## src/rtl/reset_sequencer.sv

```systemverilog
// reset_sequencer: ordered active-low reset release (hold, wait for ready, staggered stages, done pulse)
module reset_sequencer #(
  parameter int NUM_STAGES  = 3,
  parameter int HOLD_CYCLES = 16,
  parameter int STAGE_DELAY = 8,
  parameter int CNT_W       = 8
) (
  input  logic                  aclk,
  input  logic                  areset,
  input  logic                  rst_req,
  input  logic                  ext_ready,
  output logic [NUM_STAGES-1:0] aresetn_out,
  output logic                  busy,
  output logic                  done
);
  localparam int IDX_W = $clog2(NUM_STAGES + 1);
  typedef enum logic [1:0] {S_ASSERT, S_WAIT_READY, S_RELEASE, S_RUN} state_t;
  state_t                r_state, w_state;
  logic [CNT_W-1:0]      r_cnt, w_cnt;
  logic [IDX_W-1:0]      r_idx, w_idx;
  logic [NUM_STAGES-1:0] r_rstn, w_rstn;
  logic [1:0]            r_sync;
  logic                  r_busy, r_done, w_done, w_rdy;
  assign w_rdy       = r_sync[1];
  assign aresetn_out = r_rstn;
  assign busy        = r_busy;
  assign done        = r_done;
  always_ff @(posedge aclk or posedge areset)
    if (areset) begin
      r_state <= S_ASSERT;
      r_cnt   <= '0;
      r_idx   <= '0;
      r_rstn  <= '0;
      r_sync  <= '0;
      r_busy  <= 1'b1;
      r_done  <= 1'b0;
    end else begin
      r_state <= w_state;
      r_cnt   <= w_cnt;
      r_idx   <= w_idx;
      r_rstn  <= w_rstn;
      r_sync  <= {r_sync[0], ext_ready};
      r_busy  <= w_state != S_RUN;
      r_done  <= w_done;
    end
  always_comb begin
    w_state = r_state;
    w_cnt   = r_cnt + 1'b1;
    w_idx   = r_idx;
    w_rstn  = r_rstn;
    w_done  = 1'b0;
    case (r_state)
      S_ASSERT:
        if (r_cnt == CNT_W'(HOLD_CYCLES - 1)) begin
          w_state = S_WAIT_READY;
          w_cnt   = '0;
        end
      S_WAIT_READY: begin
        w_cnt = '0;
        if (w_rdy) begin
          w_state = S_RELEASE;
          w_rstn  = NUM_STAGES'(1);
          w_idx   = IDX_W'(1);
        end
      end
      S_RELEASE:
        if (r_cnt == CNT_W'(STAGE_DELAY - 1)) begin
          w_cnt = '0;
          if (r_idx == IDX_W'(NUM_STAGES)) begin
            w_state = S_RUN;
            w_done  = 1'b1;
          end else begin
            w_rstn = r_rstn | (NUM_STAGES'(1) << r_idx);
            w_idx  = r_idx + 1'b1;
          end
        end
      S_RUN: w_cnt = '0;
      default: w_state = S_ASSERT;
    endcase
    // soft request always wins; lock loss only aborts once outputs may be released
    if (rst_req || (!w_rdy && (r_state == S_RELEASE || r_state == S_RUN))) begin
      w_state = S_ASSERT;
      w_cnt   = '0;
      w_idx   = '0;
      w_rstn  = '0;
      w_done  = 1'b0;
    end
  end
endmodule
```

## config.mk

```make
export PLATFORM = sky130hd
export DESIGN_NAME = reset_sequencer
export DESIGN_NICKNAME = d
export VERILOG_FILES = /design/src/rtl/reset_sequencer.sv
export SDC_FILE = /design/constraint.sdc
export NUM_CORES = 1
export LEC_CHECK = 0
export ABC_AREA = 1
export BUFFER_PORTS_ARGS = -buffer_cell sky130_fd_sc_hd__buf_2
export CAP_MARGIN = 20
export CORE_MARGIN = 3
export CORE_UTILIZATION = 27
export DETAILED_ROUTE_END_ITERATION = 16
export PLACE_DENSITY_LB_ADDON = 0.15
export SLEW_MARGIN = 5
export SYNTH_ARGS = -nofsm -noshare
export SYNTH_HDL_FRONTEND = slang
export SYNTH_SLANG_ARGS = --single-unit
export TNS_END_PERCENT = 100
```

## constraint.sdc

```tcl
create_clock -name aclk -period 1.1 [get_ports aclk]
set_input_delay 0.22 -clock aclk [delete_from_list [all_inputs] [get_ports aclk]]
set_output_delay 0.22 -clock aclk [all_outputs]
set_load 0.05 [all_outputs]
```

# Word level (Yosys, flattened, before mapping)
# Index checks and enable logic that the tools add are counted.
word_totals:
  register_bits: 19
  inputBits: 4
  output_inout_bits: 5
op_classes:
  n_bitwise: 1
  add_sub_neg: 2
  n_shift: 1
  eq_ne: 10
  reduce_logical: 8
  n_mux: 24
op_table:
  columns: ["operator", "n"]
  rows:
  - ["2-to-1 mux 8 bit", 3]
  - ["one-hot mux 8 bit (3 select lines)", 1]
  - ["2-to-1 mux 2 bit", 9]
  - ["2-to-1 mux 3 bit", 4]
  - ["adder 8 x 1 -> 8 bit, second input constant", 1]
  - ["== test 8 x 3 -> 1 bit, second input constant", 1]
  - ["== test 8 x 4 -> 1 bit, second input constant", 1]
  - ["== test 2 bit, second input constant", 3]
  - ["inequality test 3 x 2 -> 1 bit, second input constant", 2]
  - ["one-hot mux 2 bit (3 select lines)", 1]
  - ["one-hot mux 3 bit (2 select lines)", 1]
  - ["2-to-1 mux 1 bit", 4]
  - ["one-hot mux 2 bit (2 select lines)", 1]
  - ["AND reduction 4 bit", 1]
  - ["inequality test 3 bit, second input constant", 1]
  - ["bitwise OR 3 bit", 1]
  - ["nonzero test 3 bit", 1]
  - ["<< shifter 1 x 2 -> 3 bit, first input constant", 1]
  - ["adder 2 x 1 -> 2 bit, second input constant", 1]
  - ["== test 2 x 1 -> 1 bit, second input constant", 1]
  - ["logical NOT 2 bit", 1]
  - ["logical OR 1 bit", 2]
  - ["inequality test 2 bit, second input constant", 1]
  - ["OR reduction 2 bit", 1]
  - ["2 further kinds", 2]

# Depth between registers and ports, before layout
logic_depth:
  depth_word: 6
  ltp_mapped: 8
  depth_no_buf: 8

# Worst setup path before layout
# OpenSTA, ideal clock, no wires.
synth_path:
  kind: "reg2reg"
  from: "register r_cnt[0]"
  to: "register r_rstn[1], in the netlist aresetn_out[1]"
  n_path_buf: 0
  path_stages_with_launch: 7
  required_ns: 0.980
  setup_time_ns: 0.120
  path_slack_ns: -0.136
  arrival_time_ns: 1.115
  period_less_slack_ns: 1.236
  path_cell_list: "dfrtp_1 > ha_1 > nand3_2 > o21ai_4 > nand2_2 > nand3_1 > nand2_1"
synth_between:
  elab_chain_cells: 3
synth_rtl:
  columns: ["item", "line_no", "rtl"]
  rows:
  - ["start: declaration", "19", "logic [CNT_W-1:0] r_cnt, w_cnt;"]
  - ["start signal: assignment", "39", "r_cnt <= w_cnt;"]
  - ["== test 8 x 3 -> 1 bit", "67", "if (r_cnt == CNT_W'(STAGE_DELAY - 1)) begin"]
  - ["inequality test 3 x 2 -> 1 bit (no line)", null, null]
  - ["AND reduction 4 bit (no line)", null, null]
  - ["end signal: assignment", "41", "r_rstn <= w_rstn;"]
  - ["end: declaration", "21", "logic [NUM_STAGES-1:0] r_rstn, w_rstn;"]
# No other way between the ends.
# A chain may end at the register's enable or synchronous reset.

# Worst setup path after layout
layout_path:
  from: "register r_cnt[1]"
  to: "register r_rstn[1], in the netlist aresetn_out[1]"
# Same word-level chain as after synthesis.

==> run summary <==
The flow ran to the end, but the final reports show violations. The checks that failed: setup timing. The number of hold violations in the final report is 0.

Dividing the final minimum period by the clock period gives 118.0%. The initial standard-cell utilization of the core came out at roughly 29%. The net count of the mapped netlist is 119. The mean instance size in the synthesized netlist is 8.963 µm². The net switching fraction of the power is 23.37%. The horizontal extent of the die is between 60 and 70 µm. The setup-violating endpoint count in the final report came out at 15. The relative area change from synthesis to final layout came out at 47.97%. The total internal power is roughly 890 µW. The aggregate global-route resource usage came out at about 11%.

The commonest register cell after synthesis is sky130_fd_sc_hd__dfrtp_1. The leakage power is 0.7107 nW. The repair_antennas step left the layout with diodes totalling 0. The number of synthesized flops with an enable pin came out at 0. Combinational logic burns 7.6% of the power. The worst setup path is launched from a flop. The least setup slack across all paths after layout is -198.4 ps. The largest individual stage delay along the critical path comes from the cell sky130_fd_sc_hd__dfrtp_1. On the final layout, the worst hold slack is ~27 ps. The placeable core region came out at about 0.0034 mm². In this run the most critical hold path is launched from ext_ready.

The portion of the post-synthesis area used by sequential elements is 48.35%. The library cell occupying the most area in the post-synthesis netlist is sky130_fd_sc_hd__dfrtp_1. Setup repair after global routing could not meet its margin everywhere.

The highest layer touched by signal routing is met4. The number of distinct library cells after synthesis is 20. TritonCTS created 3 clock buffers. The number of clock sinks seen by CTS is 19. The placement row count is 21. The minimum setup slack among reg-to-reg paths is -200 ps. The antenna violation net count after detailed routing came out at 0. The net switching component of the power is 272.0 µW. The count of mapped cells out of synthesis came out at 110. The final clock skew came out at between 7 and 8 ps. Entering global routing, the biggest net connects 20 pins. The end point of the most critical hold path is r_sync[0]. The net total in the final layout came out at about 160. Across all layers, the routed design uses 841 vias.

The critical path endpoint category is a flop. The final routed DRC violation total came out at 0. The minimum period implied by the final worst setup slack is 1298 ps. The count of maximum capacitance violations came out at 0. TritonCTS built the clock tree. The detailed placer's ending HPWL came out at between 1000 and 1500 µm.

Routability-driven placement finished with a final weighted congestion of 0.8624. Data arrives at the worst endpoint at 1540 ps. The number of synthesized register bits is 19. During placement, the flow inserted port buffers numbering 8. The worst hold path belongs to the class in2reg. The cell class contributing the biggest share of worst-path delay is flip-flops. The async set-reset flop share out of synthesis came out at 100.0%.

Along the worst hold path, the cell count comes to 1. The total I/O pin count is 9. The critical register-to-register path startpoint is r_cnt[1]. The count of TritonRoute iterations in the first routing pass is 4. The data required time of the critical path is about 1300 ps. The number of buffers and inverters on the critical path came out at 1. The routed length on met2 is 1102 µm.

The total global routing overflow came out at 0. The post-synthesis instance area came out at a little under 0.001 mm². For this design the ratio of total power to cell area is 797.6 mW/mm².

The top cell type's share of synthesized area came out at 45.69%. For this run, the number of Yosys warnings is 0. The number of fillers in the final layout came out at 338. The fraction of final layout cells sized beyond drive strength 1 is 46.71%. The count of routing violations after the opening detailed-route iteration came out at between 40 and 50. The sequential fraction of design power came out at 62.2%. Timing would allow up to 770.2 MHz. In this run the tightest slew margin relative to its limit is between 70 and 80%.

The worst stage delay on the critical path came out at 410 ps. The routed wire length came out at between 2000 and 2500 µm. The length of routed met3 wiring is 64 µm. CTS placed an instance of sky130_fd_sc_hd__clkbuf_4 at the clock tree root. The number of vias per cell after detailed routing came out at 4.247. The worst vdd rail ir drop came out at about 570 µV.

After clock tree synthesis, the clock-pin slew on the worst setup and hold paths is about 110 ps. In this run the worst path has a maximum fanout of 5. Tracing the worst setup path back leads to its startpoint at r_cnt[1]. The number of global-route vias before repair is 881. In the synthesized netlist, the cells that appear most often are sky130_fd_sc_hd__nor2_1 (20), sky130_fd_sc_hd__dfrtp_1 (18), sky130_fd_sc_hd__nand2_1 (17). The first global-routing pass estimated between 3000 and 4000 µm of wire.

From bottom edge to top edge, the die measures 66.43 µm. After synthesis, the cell types taking the most area are sky130_fd_sc_hd__dfrtp_1 (46%), sky130_fd_sc_hd__nor2_1 (7.6%), sky130_fd_sc_hd__nand2_1 (6.5%), sky130_fd_sc_hd__ha_1 (6.3%), sky130_fd_sc_hd__nand3_1 (4.6%). In this run the critical register-to-register path is captured at aresetn_out[1].

The max-slew violation total from the final report is 0. The floorplan die area is approximately 0.0044 mm². The maximum number of buffers from clock root to sink came out at 2. The signal on the critical path passes through ha_4 -> nand3_4 -> o21ai_4 -> buf_4 -> nand4_1 -> nand2_1. The clock insertion delay at the later pin of the skew report is 300 ps.

The worst setup slack before clock tree synthesis is -175.2 ps. The path type of the worst setup path is reg2reg. The worst reg2reg path depth is 6. The part of the power in the clock network is 30.2%. The routed wire length per instance came out at 10.66 µm. The detailed router put a total of between 900 and 1000 µm of wire on met1. CTS built an H-tree with a depth of 1. sky130_fd_sc_hd__nor2_1 is the most common cell in the netlist. The slew at the pin closest to its max-slew limit is 339.2 ps.

The number of antenna violations at the first check in global routing is 0.
[cell usage in the layout, fill, tap and decap left out]
master,netlist,layout
sky130_fd_sc_hd__nor3_1,3,2
sky130_fd_sc_hd__buf_4,0,28
sky130_fd_sc_hd__o21ai_4,2,2
sky130_fd_sc_hd__nand3_2,1,2
sky130_fd_sc_hd__o21ai_0,2,1
sky130_fd_sc_hd__clkbuf_1,0,1
sky130_fd_sc_hd__nand3_4,0,1
sky130_fd_sc_hd__xnor2_1,1,1
sky130_fd_sc_hd__nor2_2,1,5
sky130_fd_sc_hd__buf_2,0,3
sky130_fd_sc_hd__nor2_4,0,2
sky130_fd_sc_hd__dfstp_2,1,1
sky130_fd_sc_hd__nand2_1,17,13
sky130_fd_sc_hd__nand2_2,5,7
sky130_fd_sc_hd__a21oi_2,1,1
sky130_fd_sc_hd__inv_1,10,9
sky130_fd_sc_hd__dlygate4sd3_1,0,1
sky130_fd_sc_hd__nor2_1,20,14
sky130_fd_sc_hd__xor2_1,4,4
sky130_fd_sc_hd__ha_2,0,1
sky130_fd_sc_hd__nand3_1,9,7
sky130_fd_sc_hd__nor3_2,0,1
sky130_fd_sc_hd__nand4_1,6,6
sky130_fd_sc_hd__inv_2,2,3
sky130_fd_sc_hd__ha_1,5,3
sky130_fd_sc_hd__o21ai_1,0,1
sky130_fd_sc_hd__clkbuf_4,0,3
sky130_fd_sc_hd__buf_8,0,1
sky130_fd_sc_hd__buf_6,1,6
sky130_fd_sc_hd__dfrtp_1,18,18
sky130_fd_sc_hd__ha_4,0,1
sky130_fd_sc_hd__nand2_4,1,3
[how the worst max path moves through the flow]
stage | to | cells past startpoint
finish | aresetn_out[1] | 6
detailed placement | r_idx[0] | 6
global placement | r_idx[1] | 6
CTS | aresetn_out[0] | 6
global route | aresetn_out[1] | 6
floorplan | aresetn_out[1] | 6
[power by group through the flow]
stage               clock network, mW  logic, mW  registers, mW
detailed placement                  0     0.0696          0.733
global route                    0.403      0.101          0.726
CTS                             0.380     0.0792          0.722
floorplan                           0     0.0436          0.731
finish                          0.351     0.0888          0.724
global placement                    0     0.0692          0.732
[registers in the layout, indices dropped and copies added (netlist names)]
name and flops:
busy 1, done 1, r_sync 2, r_cnt 8, r_state 2, r_idx 2
aresetn_out 3
[kinds of logic (layout without fill, tap and decap cells)]
family	count (synthesis)	after routing	share of synthesized area (%)
flip-flops	19	19	48.35
AND/OR/NAND/NOR	63	63	29.95
buffers and inverters	13	55	5.711
adder cells (fa/ha/maj)	5	5	6.345
XOR/XNOR	5	5	4.441
AO/OA/AOI/OAI	5	5	5.203
[per-stage QoR]
| step | instances | setup TNS (ps) | instance area [µm²] | utilization (%) | power, mW |
|---|---|---|---|---|---|
| CTS | 193 | -1805 | 1374 | 40.22 | 1.182 |
| finish | 198 | -2388 | 1459 | 42.71 | 1.164 |
| floorplan | 110 | -858.8 | 988.4 | - | 0.7749 |
| global route | 198 | -3705 | 1459 | 42.71 | 1.230 |
| detailed placement | 182 | -2183 | 1217 | 35.64 | 0.8023 |
| global placement | 182 | -2063 | 1217 | 35.64 | 0.8012 |
[final cells by class]
class | count | area [µm²] | share of cell area, %
multi-input cells | 78 | 535.5 | 36.71
flip-flops and latches | 19 | 476.7 | 32.68
repair buffers | 39 | 317.8 | 21.78
well taps | 46 | 57.56 | 3.945
inverters | 12 | 45.04 | 3.087
clock buffers | 4 | 26.28 | 1.801
[timing repair]
item | in CTS | in global routing
setup endpoints to repair | 19 | 20
buffers inserted | 6 | 6
resized for setup | 20 | 14
pin swaps | 5 | 9
hold buffers | 1 | 0
endpoints found under the hold margin | 18 | 0
[layer usage]
metal / track usage (%) / up-vias
li1: - / 435
met2: 19.95 / 9
met4: 2.538 / 0
met3: 3.231 / 2
met1: 12.79 / 395
met5: 0 / -
No activity file was read; power rests on OpenSTA's default activity.
